<file path="config.mk">
export PLATFORM = sky130hd
export DESIGN_NAME = onehot_decoder
export DESIGN_NICKNAME = d
export VERILOG_FILES = /design/src/rtl/onehot_decoder.sv
export SDC_FILE = /design/constraint.sdc
export NUM_CORES = 1
export LEC_CHECK = 0
export CAP_MARGIN = 25
export CORE_ASPECT_RATIO = 0.8
export CORE_MARGIN = 1.5
export CORE_UTILIZATION = 45
export DETAILED_ROUTE_END_ITERATION = 12
export GPL_ROUTABILITY_DRIVEN = 0
export GPL_TIMING_DRIVEN = 1
export PLACE_DENSITY = 0.68
export SYNTH_ARGS = -nofsm -noshare
export SYNTH_HDL_FRONTEND = slang
export SYNTH_SLANG_ARGS = --single-unit
</file>
<file path="constraint.sdc">
create_clock -name i_clk -period 1.8 [get_ports i_clk]
set_clock_uncertainty 0.2 [all_clocks]
set_input_delay 0.27 -clock i_clk [delete_from_list [all_inputs] [get_ports i_clk]]
set_output_delay 0.27 -clock i_clk [all_outputs]
set_load 0.01 [all_outputs]
</file>
<file path="src/rtl/onehot_decoder.sv">
// Registered binary-to-one-hot decoder with valid/ready handshakes on both sides.
// A two-entry (main + skid) buffer keeps full throughput while o_ready is driven only from state.
module onehot_decoder #(
    parameter int IN_WIDTH  = 4,
    parameter int OUT_WIDTH = 16
) (
    input  logic                 i_clk,
    input  logic                 i_reset_n,
    input  logic [IN_WIDTH-1:0]  i_code,
    input  logic                 i_enable,
    input  logic                 i_valid,
    output logic                 o_ready,
    output logic [OUT_WIDTH-1:0] o_onehot,
    output logic                 o_valid,
    input  logic                 i_ready,
    output logic                 o_range_err,
    input  logic                 i_err_clr
);

    typedef enum logic [1:0] {
        ST_EMPTY = 2'd0,
        ST_FULL  = 2'd1,
        ST_SKID  = 2'd2
    } state_t;

    state_t                 state_q, state_d;
    logic [OUT_WIDTH-1:0]   main_q, main_d;
    logic [OUT_WIDTH-1:0]   skid_q, skid_d;
    logic                   err_q, err_d;

    logic                   accept;
    logic                   fire;
    logic                   range_violation;
    logic [OUT_WIDTH-1:0]   decoded;

    // Codes at or above OUT_WIDTH, and any code with enable low, decode to all zeros.
    function automatic logic [OUT_WIDTH-1:0] decode(input logic [IN_WIDTH-1:0] code,
                                                    input logic                en);
        logic [OUT_WIDTH-1:0] word;
        word = '0;
        for (int i = 0; i < OUT_WIDTH; i++) begin
            if (en && (int'(code) == i)) begin
                word[i] = 1'b1;
            end
        end
        return word;
    endfunction

    assign decoded         = decode(i_code, i_enable);
    assign range_violation = i_enable && (int'(i_code) >= OUT_WIDTH);

    assign o_valid  = (state_q != ST_EMPTY);
    assign o_ready  = (state_q != ST_SKID);
    assign o_onehot = main_q;
    assign o_range_err = err_q;

    assign accept = i_valid & o_ready;
    assign fire   = o_valid & i_ready;

    always_comb begin
        // NOTE: every signal written here gets a default first, so no path can infer a latch.
        state_d = state_q;
        main_d  = main_q;
        skid_d  = skid_q;

        unique case (state_q)
            ST_EMPTY: begin
                if (accept) begin
                    main_d  = decoded;
                    state_d = ST_FULL;
                end
            end
            ST_FULL: begin
                if (accept && fire) begin
                    main_d = decoded;
                end else if (accept) begin
                    skid_d  = decoded;
                    state_d = ST_SKID;
                end else if (fire) begin
                    state_d = ST_EMPTY;
                end
            end
            ST_SKID: begin
                if (fire) begin
                    main_d  = skid_q;
                    state_d = ST_FULL;
                end
            end
            default: begin
                state_d = ST_EMPTY;
            end
        endcase
    end

    // A new violation takes priority over a clear arriving in the same cycle.
    always_comb begin
        err_d = err_q;
        if (accept && range_violation) begin
            err_d = 1'b1;
        end else if (i_err_clr) begin
            err_d = 1'b0;
        end
    end

    always_ff @(posedge i_clk or negedge i_reset_n) begin
        // NOTE: state uses non-blocking assignments so all registers update together at the edge.
        if (!i_reset_n) begin
            state_q <= ST_EMPTY;
            main_q  <= '0;
            skid_q  <= '0;
            err_q   <= 1'b0;
        end else begin
            state_q <= state_d;
            main_q  <= main_d;
            skid_q  <= skid_d;
            err_q   <= err_d;
        end
    end

endmodule
</file>
* Yosys cells after proc, flatten, opt, wreduce, memory -nomap -nowiden
Index checks and enable logic that the tools add are counted.
Word-level totals: bits in registers 34, logic and storage cells 79
Operators by class: equal/unequal tests 23, multiplexer cells 26, bitwise operators 3, reduce and logical (&&, ||, !) cells 24
Operators by type and width (number):
- $mux W16 | 3
- $pmux W16 S3 | 1
- $eq A4 B4 Y1 const B | 8
- $logic_and A1 B1 Y1 | 17
- $eq A4 B3 Y1 const B | 4
- $mux W1 | 16
- $mux W2 | 5
- $ne A2 B2 Y1 const B | 5
- $eq A4 B2 Y1 const B | 2
- $reduce_and A4 Y1 | 2
- $pmux W2 S3 | 1
- $eq A4 B1 Y1 const B | 1
- $logic_not A4 Y1 | 1
- $ne A3 B3 Y1 const B | 1
- $reduce_and A3 Y1 | 1
- $reduce_bool A3 Y1 | 1
- $and A1 B1 Y1 | 2
- $eq A2 B1 Y1 const B | 1
- $eq A2 B2 Y1 const B | 1
- $logic_not A2 Y1 | 1
- $reduce_bool A2 Y1 | 1
- $not A1 Y1 | 1

* Longest topological paths before layout
Gate-level depths: netlist (run 1).
word-level depth 6, gate-level depth with buffers 5, mapped depth without buffers 3

* Least setup slack after synthesis (run 1)
No wires, ideal clock.
kind register to register, start point register state_q[0], end point register main_q[0], in the netlist o_onehot[0], library setup time 0.125 ns, arrival time 1.336 ns, data required time 1.475 ns, path slack 0.139 ns, cell stages (with the launch flop) 6, path through dfrtp_1 buf_4 nand3b_1 o21ai_2 buf_6 mux2_4
On the way: cells in the longest elaborated chain, start to end 5, elaborated cells on any way between the ends 14
Ends and longest elaborated chain:
- from (decl) | RTL line 26 | state_t state_q, state_d;
- from (signal assigned) | RTL line 113 | state_q <= state_d;
- $ne A2 B2 Y1 / $reduce_bool A2 Y1 (equally long branches) | RTL line 53, 52
- $and A1 B1 Y1 (on tied branches) | RTL line 57, 58
- $logic_and A1 B1 Y1 | RTL line 74 | if (accept && fire) begin
- $ne A2 B2 Y1 (no source line)
- $reduce_and A4 Y1 (no source line)
- to (signal assigned) | RTL line 114 | main_q <= main_d;
- to (decl) | RTL line 27 | logic [OUT_WIDTH-1:0] main_q, main_d;
Parallel ways exist; a longest one is shown, timed or not. A chain may end at the register's enable or synchronous reset.

* Worst setup path in the final report (run 1)
start point register state_q[1], end point register main_q[11], in the netlist o_onehot[11]
The elaborated chain is that of the path after synthesis.

==> results of run 1 <==
state kept, by name, indices dropped and copies added, names as in the netlist:
register	cells
skid_q	16
state_q	2
o_onehot	16
routing by layer:
metal	part of all wire	up-vias
met2	0.48	41
met1	0.46	670
li1	-	637
met3	0.041	6
met4	0.014	0
met5	0	-
cell usage in the layout (no fill, tap or decap):
master	instances
dfrtp_2	1
o41ai_2	2
buf_2	1
o21ai_0	1
a21boi_0	1
mux2_2	4
mux2_4	10
o22ai_1	1
o31ai_2	2
nand2_1	17
buf_4	22
mux2i_1	1
nor2b_1	1
o21ai_2	1
nand2b_1	3
o31ai_1	22
conb_1	1
mux2_1	2
nand3_1	1
clkbuf_8	8
dlygate4sd2_1	1
clkdlybuf4s50_1	24
inv_2	1
or2_2	1
buf_12	2
or3b_1	1
nor2b_2	1
dfrtp_1	33
o41ai_1	6
nand4bb_1	1
nand3b_1	19
per-stage QoR:
stage	std cells	setup TNS, ns	hold slack, ns	power (mW)	cell area [um2]
2_1_floorplan	151	0	-0.2256	1.124	1760
6_report	247	0	0.1916	1.957	2300
5_1_grt	247	0	0.2398	2.046	2300
3_5_place_dp	237	-2.841	0.2661	1.306	2177
4_1_cts	247	0	0.2050	1.977	2300
3_3_place_gp	237	-1.707	0.2553	1.292	2177
cell families after synthesis:
group / after synthesis / synth area share
other: 1 / 0.002130
buffers and inverters: 18 / 0.06041
AO/OA/AOI/OAI: 36 / 0.1720
multiplexers: 17 / 0.1293
AND/OR/NAND/NOR: 45 / 0.1528
flip-flops: 34 / 0.4833
power breakdown:
part / internal (mW) / switching [mW] / leakage [nW] / total (mW)
clock network: 0.386 / 0.277 / 0.0575 / 0.663
logic: 0.226 / 0.219 / 0.474 / 0.445
registers: 0.814 / 0.0338 / 0.467 / 0.848
total: 1.43 / 0.530 / 0.998 / 1.96
cell type report:
cell class,count,area [um2]
clock buffer,8,110.1
fill,303,1479
inverter,1,3.754
multi-input combinational,99,805.8
sequential,34,852.1
tap,55,68.82
timing repair buffer,50,459.2
final timing paths:
path | startpoint | slack, ns | depth (start not counted) | to
setup / recovery | state_q[1]$_DFFE_PN0P_ | 0.08 | 5 | o_onehot[11]$_DFFE_PN0P_
hold / removal | i_reset_n | 0.19 | 2 | o_onehot[2]$_DFFE_PN0P_
setup reg to reg | state_q[1]$_DFFE_PN0P_ | 0.08 | 5 | o_onehot[11]$_DFFE_PN0P_
hold reg to reg | skid_q[6]$_DFFE_PN0P_ | 0.28 | 2 | skid_q[6]$_DFFE_PN0P_
max in group asynchronous | i_reset_n | 0.88 | 2 | state_q[1]$_DFFE_PN0P_
min in group i_clk | skid_q[6]$_DFFE_PN0P_ | 0.28 | 2 | skid_q[6]$_DFFE_PN0P_
what timing repair did:
action,CTS,global route
endpoints found under the setup margin,2,0
setup buffers,2,0
gates resized for setup,7,0
==> flow_metrics.tcl, run 1 <==
set metrics [dict create \
    status "complete, no violations" \
    cp.arrival_ns 1.69 \
    syn_area_um2 1760 \
    fp-row-count 20 \
    drt_iter0_markers 87 \
    fmaxAchievable_ghz 0.5817 \
    die_h_um 58.95 \
    cts.sinks 34 \
    cp-end-kind "flop" \
    cts.path.max_buffers 2 \
    vias 1354 \
    busiest_layer "met2" \
    hold_class "in2async" \
    drc_errors 0 \
    routed_wl_mm 3.806 \
    holdBufCountCts 0 \
    grt_overflow 0 \
    grtUsageTotal 0.2081 \
    layout.nets 201 \
    worstPathCellList "buf_4, nand2b_1, o21ai_2, buf_12, mux2_2" \
    synth_ff_type "dfrtp_1" \
    ys_types 27 \
    setup_viol 0 \
    die_area_um2 4299 \
    core_area_um2 3779 \
    synth-seq-cells 34 \
    cellPowerDensity_nw_per_um2 850.8 \
    grt_setup_unrepaired "no" \
    min_period_over_period 0.9550 \
    die_x_um 72.93 \
    clock_latency_ns 0.29 \
    worstSetupPathType "reg2reg" \
    cp_max_fo 16 \
    portBuffers 26 \
    critical_path_buf_inv_count 2 \
    hold_viol 0 \
    cap_violations 0 \
    synth_top_area_frac 0.4833 \
    drt-vias-per-instance 5.482 \
    synth-edff-count 0 \
    dp_hpwl_mm 2.501 \
    yosysWarnings 0 \
    ys_top_cells_by_count "34 x dfrtp_1, 22 x o31ai_1, 19 x nand3b_1" \
    slowest_delay_ns 0.40 \
    syn_to_final_growth_pct 30.63 \
    worstSetupStartpointType "flop" \
    grt_antenna_before_repair 0 \
    synth.avg_cell_area_um2 11.66 \
    final_max_slew_viol_count 0 \
    cts_buffers 5 \
    grtUsageMet2 0.3539 \
    place_worst_setup_slack_ns -0.1807 \
    grt_max_degree 35 \
    cts_tree "built" \
    yosysTopAreaCell "dfrtp_1" \
    syn_inst 151 \
    wl_per_cell_um 15.41 \
    htreeDepth 2 \
    antenna_cells 0 \
    start_util 0.4659 \
    fin_ws_ns 0.08099 \
    drive_gt1_frac 0.2917 \
    grt_first_pass_wirelength_mm 6.555 \
    synth_most_common_cell "dfrtp_1" \
    first_pass_iters 4 \
    pin_count 29 \
    post-route-util 0.6086 \
    p_leak_nw 0.9983 \
    root_buffer "clkbuf_8" \
    synthesis.nets 161 \
    clk_pin_slew_worst_paths_ns 0.07 \
    critPathTopFamily "flip-flops" \
    ant_nets 0 \
    ir_worst_vdd_mv 0.5737 \
    post-route-min-period_ns 1.719 \
    cp.required_ns 1.78 \
    crit_slowest_cell "dfrtp_2" \
    synth.area.top_cells "dfrtp_1 48%, o31ai_1 9.4%, mux2_4 8.5%, nand3b_1 8.1%, nand2_1 3.6%" \
    grt_pass1_vias 1468 \
    synth_seq_area_share 0.4833 \
    gr-usage-met3 0.06507 \
    grt_util_met1 0.2413 \
    synthArstFlopShare 1.000 \
]
Note: power is estimated with default switching activity, not from simulation.
==> run 2, diff against run 1 <==
==> constraint.sdc (replaced) <==
create_clock -name i_clk -period 1.9 [get_ports i_clk]
set_clock_uncertainty 0.2 [all_clocks]
set_input_delay 0.285 -clock i_clk [delete_from_list [all_inputs] [get_ports i_clk]]
set_output_delay 0.285 -clock i_clk [all_outputs]
set_load 0.01 [all_outputs]
==> run 2 against run 1 <==
Via count is 0.59% lower. Cell area is 0.92% lower. Total power is 8.8% lower. Core utilization is 0.56 points lower. Register-to-register slack better by 0.07 ns. Die area stayed put. Critical path type is now reg2out. Largest cell class unchanged.
==> flow_metrics.tcl, run 2 (synthesis results as in run 1) <==
set metrics [dict create \
    status "complete, no violations" \
    drt_iter0_markers 104 \
    ir_worst_vdd_mv 0.5197 \
    die_x_um 72.93 \
    p_clk_frac 0.311 \
    drt-vias-per-instance 5.472 \
    clock_latency_ns 0.29 \
    cp_max_fo 4 \
    cellPowerDensity_nw_per_um2 783.1 \
    setup_viol 0 \
    grt_max_degree 35 \
    core_area_um2 3779 \
    p_seq_frac 0.451 \
    grt_first_pass_wirelength_mm 6.679 \
    regArea_um2 852.1 \
    cp.required_ns 1.41 \
    die_h_um 58.95 \
    hold_viol 0 \
    layout.nets 200 \
    grtUsageMet2 0.3355 \
    antenna_cells 0 \
    cp.arrival_ns 1.37 \
    fp-row-count 20 \
    root_buffer "clkbuf_8" \
    final_max_slew_viol_count 0 \
    dp_hpwl_mm 2.503 \
    multi_input_area_um2 805.8 \
    cap_violations 0 \
    worstSetupPathType "reg2out" \
    wl_per_cell_um 16.08 \
    p_int_mw 1.280 \
    drive_gt1_frac 0.2775 \
    die_area_um2 4299 \
    fillers 315 \
    start_util 0.4659 \
    ant_nets 0 \
    htreeDepth 2 \
    pin_count 29 \
    power_switching_share 0.2827 \
    grtUsageTotal 0.2087 \
    cts_buffers 5 \
    cts.path.max_buffers 2 \
    busiest_layer "met2" \
    grt_overflow 0 \
    grt_pass1_vias 1389 \
    p_leak_nw 0.9850 \
    post-route-min-period_ns 1.855 \
    final_design_area_no_fill_um2 2278 \
    drc_errors 0 \
    tns_ns 0 \
    final_common_cell "dfrtp_1" \
    min_period_over_period 0.9765 \
    layoutNonFillerInstCount 246 \
    finalPower_mw 1.784 \
    layout_common_cells "33 x dfrtp_1, 24 x clkdlybuf4s50_1, 22 x o31ai_1" \
    syn_to_final_growth_pct 29.42 \
    r2r_slack_ns 0.15 \
    switchingPower_mw 0.5044 \
    hold_class "in2async" \
    cp-end-kind "primary output" \
    clk_pin_slew_worst_paths_ns 0.07 \
    place_inst 236 \
    combPwrFrac 0.238 \
    routed_wl_mm 3.956 \
    grt_util_met1 0.2716 \
    worstSetupStartpointType "flop" \
    gr-usage-met3 0.04966 \
    vias 1346 \
    placed_area_um2 2170 \
    cts_tree "built" \
    first_pass_iters 4 \
    portBuffers 26 \
    grt_setup_unrepaired "no" \
    fmaxAchievable_ghz 0.5390 \
    cts.sinks 34 \
    grt_antenna_before_repair 0 \
]
run 2: critical path, cell delays in order (launching register included):
cell	delay [ns]
dfrtp_2	0.42
buf_4	0.15
or2_2	0.28
clkdlybuf4s15_1	0.23
run 2: routing by layer:
| layer | share of wire | up-vias |
|---|---|---|
| met4 | 0.013 | 0 |
| met1 | 0.48 | 673 |
| met5 | 0 | - |
| met2 | 0.47 | 34 |
| li1 | - | 633 |
| met3 | 0.031 | 6 |
run 2: cell type report:
class	count	share of cell area
sequential	34	0.3740
multi-input combinational	99	0.3537
timing repair buffer	49	0.2004
clock buffer	7	0.03789
tap	55	0.03020
clock inverter	1	0.002197
inverter	1	0.001647
run 2: path summary, 6_finish.rpt:
path | end | start | cells after the start
setup / recovery | o_valid | state_q[1]$_DFFE_PN0P_ | 3
hold / removal | state_q[0]$_DFFE_PN0P_ | i_reset_n | 2
setup reg to reg | o_onehot[11]$_DFFE_PN0P_ | state_q[1]$_DFFE_PN0P_ | 5
hold reg to reg | skid_q[11]$_DFFE_PN0P_ | skid_q[11]$_DFFE_PN0P_ | 2
max in group asynchronous | state_q[1]$_DFFE_PN0P_ | i_reset_n | 2
min in group i_clk | skid_q[11]$_DFFE_PN0P_ | skid_q[11]$_DFFE_PN0P_ | 2
run 2: repair_timing:
action,in CTS,in global routing
gates resized for setup,4,1
setup buffers,2,0
endpoints found under the setup margin,2,1
hold buffers,0,0
run 2: power groups by stage:
stage          Sequential (mW)  Combinational, mW  Clock (mW)
2_1_floorplan            0.817              0.248           0
3_3_place_gp             0.815              0.408           0
3_5_place_dp             0.819              0.415           0
4_1_cts                  0.804              0.423       0.562
5_1_grt                  0.810              0.457       0.592
6_report                 0.805              0.424       0.555
run 2: per-stage QoR:
stage                     hold WS (ns)  setup slack (ns)  utilization
after floorplan                -0.2106            0.2390            -
after global placement          0.2553          -0.05405       0.5742
after detailed placement        0.2606           -0.1222       0.5742
after CTS                       0.2320          0.008370       0.6026
after global routing            0.2693           0.01676       0.6030
final                           0.2151           0.04464       0.6030
